### config.mk
export PLATFORM = sky130hd
export DESIGN_NAME = pe_stripes_flex
export DESIGN_NICKNAME = d
export VERILOG_FILES = /design/src/rtl/pe_stripes_flex.sv
export SDC_FILE = /design/constraint.sdc
export NUM_CORES = 1
export LEC_CHECK = 0
export ABC_CLOCK_PERIOD_IN_PS = 18800
export BUFFER_PORTS_ARGS = -buffer_cell sky130_fd_sc_hd__buf_2
export CAP_MARGIN = 40
export CORE_MARGIN = 8
export CORE_UTILIZATION = 60
export CTS_CLUSTER_SIZE = 25
export DETAILED_ROUTE_END_ITERATION = 10
export PLACE_DENSITY = 0.81
export SLEW_MARGIN = 10
export SYNTH_ARGS = -nofsm -noshare
export SYNTH_HDL_FRONTEND = slang
export SYNTH_SLANG_ARGS = --single-unit
### constraint.sdc
create_clock -name clk -period 18.8 [get_ports clk]
set_input_delay 3.76 -clock clk [delete_from_list [all_inputs] [get_ports clk]]
set_output_delay 3.76 -clock clk [all_outputs]
set_load 0.1 [all_outputs]
### src/rtl/pe_stripes_flex.sv
// Bit-serial, variable-precision dot-product PE with valid/ready handshakes and a decoupled result register.
// Optional macro PE_RELU_EN clamps negative results to zero before they are loaded into the output register.
module pe_stripes_flex #(
    parameter int N  = 4,
    parameter int W  = 16,
    parameter int MP = 16,
    localparam int ACC_W = W + $clog2(N) + MP
) (
    input  logic               clk,
    input  logic               rst,
    input  logic               i_valid,
    output logic               o_ready,
    input  logic               i_is_msb,
    input  logic               i_is_lsb,
    input  logic               i_a_signed,
    input  logic [N-1:0]       i_vec_a_bits,
    input  logic [N*W-1:0]     i_vec_b,
    input  logic [ACC_W-1:0]   i_initial_sum,
    output logic               o_valid,
    input  logic               i_ready,
    output logic [ACC_W-1:0]   o_dot_product,
    output logic               o_err
);
    localparam int CNT_W = $clog2(MP + 1);

    typedef enum logic {IDLE, BUSY} state_t;

    state_t             state_q, state_d;
    logic [ACC_W-1:0]   acc_q;
    logic [CNT_W-1:0]   cnt_q;

    logic [ACC_W-1:0]   partial;
    logic [ACC_W-1:0]   beat_val;
    logic [ACC_W-1:0]   sum_val;
    logic [ACC_W-1:0]   result;
    logic [CNT_W-1:0]   cnt_inc;
    logic               fire, take, load, overrun, err_d;

    always_comb begin
        partial = '0;
        for (int unsigned i = 0; i < N; i++) begin
            if (i_vec_a_bits[i])
                partial = partial + ACC_W'($signed(i_vec_b[i*W +: W]));
        end
    end

    // The signed mode only affects the MSB weight, so it is folded into acc
    // on that beat instead of being kept in a separate register.
    always_comb begin
        beat_val = i_is_msb ? (i_a_signed ? -partial : partial)
                            : ((acc_q << 1) + partial);
        cnt_inc  = i_is_msb ? CNT_W'(1) : CNT_W'(cnt_q + 1'b1);
        sum_val  = beat_val + i_initial_sum;
`ifdef PE_RELU_EN
        result   = sum_val[ACC_W-1] ? '0 : sum_val;
`else
        result   = sum_val;
`endif
    end

    always_ff @(posedge clk) begin
        if (rst) state_q <= IDLE;
        else     state_q <= state_d;
    end

    always_comb begin
        state_d = state_q;
        if (take)
            state_d = (i_is_lsb || overrun) ? IDLE : BUSY;
    end

    always_comb begin
        o_ready = !o_valid || i_ready;
        fire    = i_valid && o_ready;
        take    = fire && (i_is_msb || state_q == BUSY);
        load    = take && i_is_lsb;
        overrun = take && !i_is_lsb && (cnt_inc == CNT_W'(MP));
        err_d   = (fire && i_is_msb && state_q == BUSY)
               || (fire && !i_is_msb && state_q == IDLE)
               || overrun;
    end

    always_ff @(posedge clk) begin
        if (rst) begin
            acc_q         <= '0;
            cnt_q         <= '0;
            o_valid       <= 1'b0;
            o_dot_product <= '0;
            o_err         <= 1'b0;
        end else begin
            o_err <= err_d;
            if (take) begin
                acc_q <= beat_val;
                cnt_q <= (i_is_lsb || overrun) ? '0 : cnt_inc;
            end
            if (load) begin
                o_dot_product <= result;
                o_valid       <= 1'b1;
            end else if (i_ready) begin
                o_valid <= 1'b0;
            end
        end
    end
endmodule

Yosys cells after proc, flatten, opt, wreduce, memory -nomap -nowiden
Index checks and enable logic that the tools add are counted.
{ "totals": {"elab_cells": 44, "reg_bits": 75, "inputBits": 109, "output_inout_bits": 37} }
{ "op_classes": {"n_addsub": 7, "mux": 11, "n_reduce_logical": 18, "n_eq_ne": 1, "bitwise_logic": 1} }
{ "ops": {"columns": ["operator", "n"], "rows": [
  ["34-bit 2-to-1 mux", 6],
  ["34-bit adder", 5],
  ["34-bit negator", 1],
  ["5-bit 2-to-1 mux", 2],
  ["1-bit logical AND", 9],
  ["5-bit by 1-bit adder with 5-bit output (second input constant)", 1],
  ["5-bit equality test (second input constant)", 1],
  ["1-bit logical OR", 5],
  ["1-bit logical NOT", 3],
  ["1-bit 2-to-1 mux", 3],
  ["2-bit nonzero test", 1],
  ["1-bit inverter", 1]
]} }

Depth between registers and ports, before layout
{ "depth": {"depth_word": 11, "mapped_depth": 56, "ltp_nobuf": 51} }

Least setup slack after synthesis
OpenSTA, ideal clock, no wires.
{ "synth_timing": {"path_type": "input to register", "startpoint": "input port i_vec_a_bits[0]", "endpoint": "register o_dot_product[33]", "n_path_buf": 6, "t_required_ps": 18678, "setup_ps": 122, "path_slack_ps": 5611, "t_arrival_ps": 13066, "cell_stages": 51, "path_cell_list": "buf_4 > buf_2 > clkbuf_1 > nand2_1 > inv_1 > ha_1 > buf_6 > a21oi_1 > o21a_1 > a21oi_1 > a21boi_2 > buf_4 > nor2_1 > o21a_1 > fa_1 > o21a_1 > inv_1 > ha_1 > (+15 left out) > a221o_1 > ha_1 > o211ai_1 > nor2_1 > a21oi_1 > or3_1 > xnor2_1 > nor2_1 > a21oi_1 > ha_1 > a21o_1 > a21oi_1 > a21bo_2 > a41o_1 > a31oi_1 > xnor2_1 > and3b_1 > a311o_1"} }
{ "synth_between": {"elab_chain_len": 11, "elab_cells_between_ends": 12, "cone_classes": "6 x add/sub; 6 x mux"} }
{ "synth_rtl": {"columns": ["item", "line", "source"], "rows": [
  ["start, declared", "16", "input logic [N-1:0] i_vec_a_bits,"],
  ["34-bit 2-to-1 mux (*)", "42", "if (i_vec_a_bits[i])"],
  ["34-bit adder", "43", "partial = partial + ACC_W'($signed(i_vec_b[i*W +: W]));"],
  ["34-bit 2-to-1 mux (*)", "42", null],
  ["34-bit adder", "43", null],
  ["34-bit 2-to-1 mux (*)", "42", null],
  ["34-bit adder", "43", null],
  ["34-bit 2-to-1 mux (*)", "42", null],
  ["34-bit negator", "50", "beat_val = i_is_msb ? (i_a_signed ? -partial : partial)"],
  ["34-bit 2-to-1 mux", "50", null],
  ["34-bit 2-to-1 mux (*)", "50", null],
  ["named net beat_val[26]", "33", "logic [ACC_W-1:0] beat_val;"],
  ["34-bit adder (*)", "53", "sum_val = beat_val + i_initial_sum;"],
  ["end signal, assigned", "97", "o_dot_product <= result;"],
  ["end, declared", "21", "output logic [ACC_W-1:0] o_dot_product,"]
]} }
The timed path passes the listed nets; every way through them passes the cells marked *.
A chain may end at the register's enable or synchronous reset.

Worst setup path after layout
Ends and elaborated chain as after synthesis.

==> results.json <==
{
  "netlist_top_cells_count": "nand2_1, a21oi_1, nor2_1, ha_1, o21ai_0",
  "coreArea_um2": 22600,
  "cp_data_arrival_time_ns": 15.05,
  "hpwl_mm": 33.2,
  "vias": 14700,
  "worstPathRequired_ns": 19.02,
  "synth_top_area_cell": "ha_1",
  "rsz0062_at_grt": "false",
  "hold_depth": 2,
  "grt-ovfl-total": 0,
  "area_delta_synth_final_pct": 6.52,
  "holdCritPathClass": "reg2reg",
  "fmax_mhz": 67.4,
  "drt_iter0_markers": 1357,
  "final.setup_skew_ns": 0.00602,
  "via_per_inst": 6.50,
  "yosysSeqAreaShare_pct": 10.9,
  "rr_worst_depth": 24,
  "cts_tree": "yes",
  "postSynthCellCount": 1893,
  "worst_slew_pin_slew_ns": 0.865,
  "start_util_pct": 61.0,
  "report.final.slew_viol_count": 0,
  "cts_made_buffers": 9,
  "cts.repair_timing.setup_buffer_count": 0,
  "finalCritPeriodShare_pct": 78.9,
  "ys.flop_type": "dfxtp_1",
  "row_count": 55,
  "worst-setup-path-type": "in2reg",
  "wl_mm": 41.5,
  "yosys-top-cells-area": "ha_1, dfxtp_1, a21oi_1",
  "hold_violations": 0,
  "clock-sinks": 75,
  "status": "finished clean",
  "worstHoldEndpoint": "o_dot_product[15]",
  "hold_buffers": 0,
  "synth_warnings": 0,
  "r2r_setup_slack_ns": 13.36,
  "async_reset_ff_share_pct": 0,
  "slew_headroom_pct": 42.3,
  "r2r-end": "o_dot_product[33]",
  "drv_cap": 0,
  "irDropWorstVdd_mv": 0.112,
  "setup_viol": 0,
  "nets": 2232,
  "antenna_cells": 0,
  "grt_max_degree": 63,
  "cp_slowest_cell": "nor4b_1",
  "p_leak_nw": 6.54,
  "finalPower_w": 0.00154,
  "die_h_um": 167,
  "dieArea_um2": 28000,
  "io_buffer_count": 145,
  "root_buffer": "clkbuf_16",
  "min_from": "o_dot_product[15]",
  "gp_congestion": 0.989,
  "crit_top_cell": "a21oi_1",
  "cts_resized": 0,
  "tns_ns": 0,
  "layout-drive-gt1-share_pct": 12.6,
  "antenna_found_initial": 1,
  "io_pins": 146,
  "placed_cell_area_um2": 14400,
  "clk_path_buf_depth": 2,
  "netlist-cell-type-count": 115,
  "clock_latency_ns": 0.33,
  "critical_path.max_fanout": 29,
  "chipWidth_um": 167,
  "worstReg2RegStart": "acc_q[0]",
  "fin_area_um2": 14700,
  "grt_pass1_vias": 13800,
  "yosys_register_bits": 75,
  "fill_cells": 2093,
  "ant_nets": 0,
  "syn_avg_cell_area_um2": 7.27,
  "synth_edf_count": 0,
  "worst_setup_path_end_kind": "register",
  "routedWlPerCell_um": 18.4,
  "first_pass_iters": 5,
  "path_clk_slew_ns": 0.06,
  "grt_pass1_wl_mm": 68.4,
  "period_needed_ns": 14.83,
  "slowest_delay_ns": 0.60,
  "synth.most_common_cell": "nand2_1",
  "netlist.area_leader.share_pct": 13.6,
  "critPathLaunchType": "input port",
  "syn-cell-area_um2": 13800,
  "drc": 0,
  "syn_nets": 2158,
  "htreeDepth": 3,
  "grtUsageTotal_pct": 28.5,
  "power_density_nw_per_um2": 105
}
cell usage in the layout, fill, tap and decap left out, types with 10 or more instances in the layout:
master    instances
nor2_1          157
ha_1            150
o21a_1           30
a21o_1           66
o211ai_1         23
o21ai_0         116
nand3_1          47
xor2_1           49
inv_1            60
a21oi_1         200
nand4_1          29
nor3_1           39
a31oi_1          23
o21bai_1         19
or3_1            14
a211oi_1         28
nor2b_1          13
dfxtp_1          75
o221ai_1         14
nand2b_1         27
o31ai_1          22
nand2_1         216
and3_1           23
buf_2           145
and2_1           19
mux2_2           14
xnor2_1          86
mux2i_1          23
a211o_1          10
state kept, by name, indices dropped and copies added, names as in the netlist:
register and cells:
o_dot_product 34, o_err 1, cnt_q 5, o_valid 1, acc_q 33, state_q 1
kinds of logic after synthesis:
family,after synthesis,share of synthesized area (%)
AND/OR/NAND/NOR,647,23.0
buffers and inverters,154,5.74
flip-flops,75,10.9
AO/OA/AOI/OAI,685,34.0
multiplexers,40,3.17
adder cells (fa/ha/maj),156,14.5
XOR/XNOR,136,8.75
layer usage:
metal | routed length [µm] | GRT usage, %
met4 | 924 | 7.92
met2 | 18800 | 48.0
met5 | 13 | 0
met1 | 19000 | 37.8
met3 | 2670 | 3.43
through the flow:
stage	util (%)	cells	hold WS, ns	setup WS (ns)
CTS	65.0	2256	0.455	4.17
global placement	63.6	2238	0.437	3.89
global route	65.0	2256	0.469	3.10
finish	65.0	2256	0.455	3.97
detailed placement	63.8	2241	0.447	3.84
floorplan	-	1893	0.436	5.61
cell type report:
class	count	area, µm²	area share, %
Inverter	62	233	1.59
Multi-Input combinational cell	1664	11500	78.3
Clock buffer	12	246	1.68
Tap cell	285	357	2.43
Timing Repair Buffer	155	833	5.68
Sequential cell	75	1500	10.2
Clock inverter	3	15.0	0.102
critical path, delay by kind of cell:
| family | cells | cell delay [ns] |
|---|---|---|
| AOI/OAI and AO/OA | 23 | 5.32 |
| xor gates and xnor gates | 4 | 0.58 |
| adders and majority gates | 6 | 2.29 |
| buffers and inverters | 4 | 0.64 |
| and+or+nand+nor | 13 | 2.43 |
power breakdown:
part           leakage, nW  internal [W]  switching (W)  total [W]
logic                 5.79      0.000460       0.000738    0.00120
clock network        0.132     0.0000915      0.0000600   0.000151
registers            0.613      0.000179      0.0000121   0.000191
total                 6.54      0.000731       0.000810    0.00154
worst max-delay path by stage:
stage	cells after the start	start	end
floorplan	51	i_vec_a_bits[0]	o_dot_product[33]
global placement	52	i_vec_a_bits[0]	o_dot_product[33]
detailed placement	50	i_vec_a_bits[0]	o_dot_product[33]
CTS	50	i_vec_a_bits[0]	o_dot_product[33]
global route	50	i_vec_a_bits[0]	o_dot_product[33]
finish	50	i_vec_a_bits[0]	o_dot_product[33]
(Power assumes the default switching activity.)
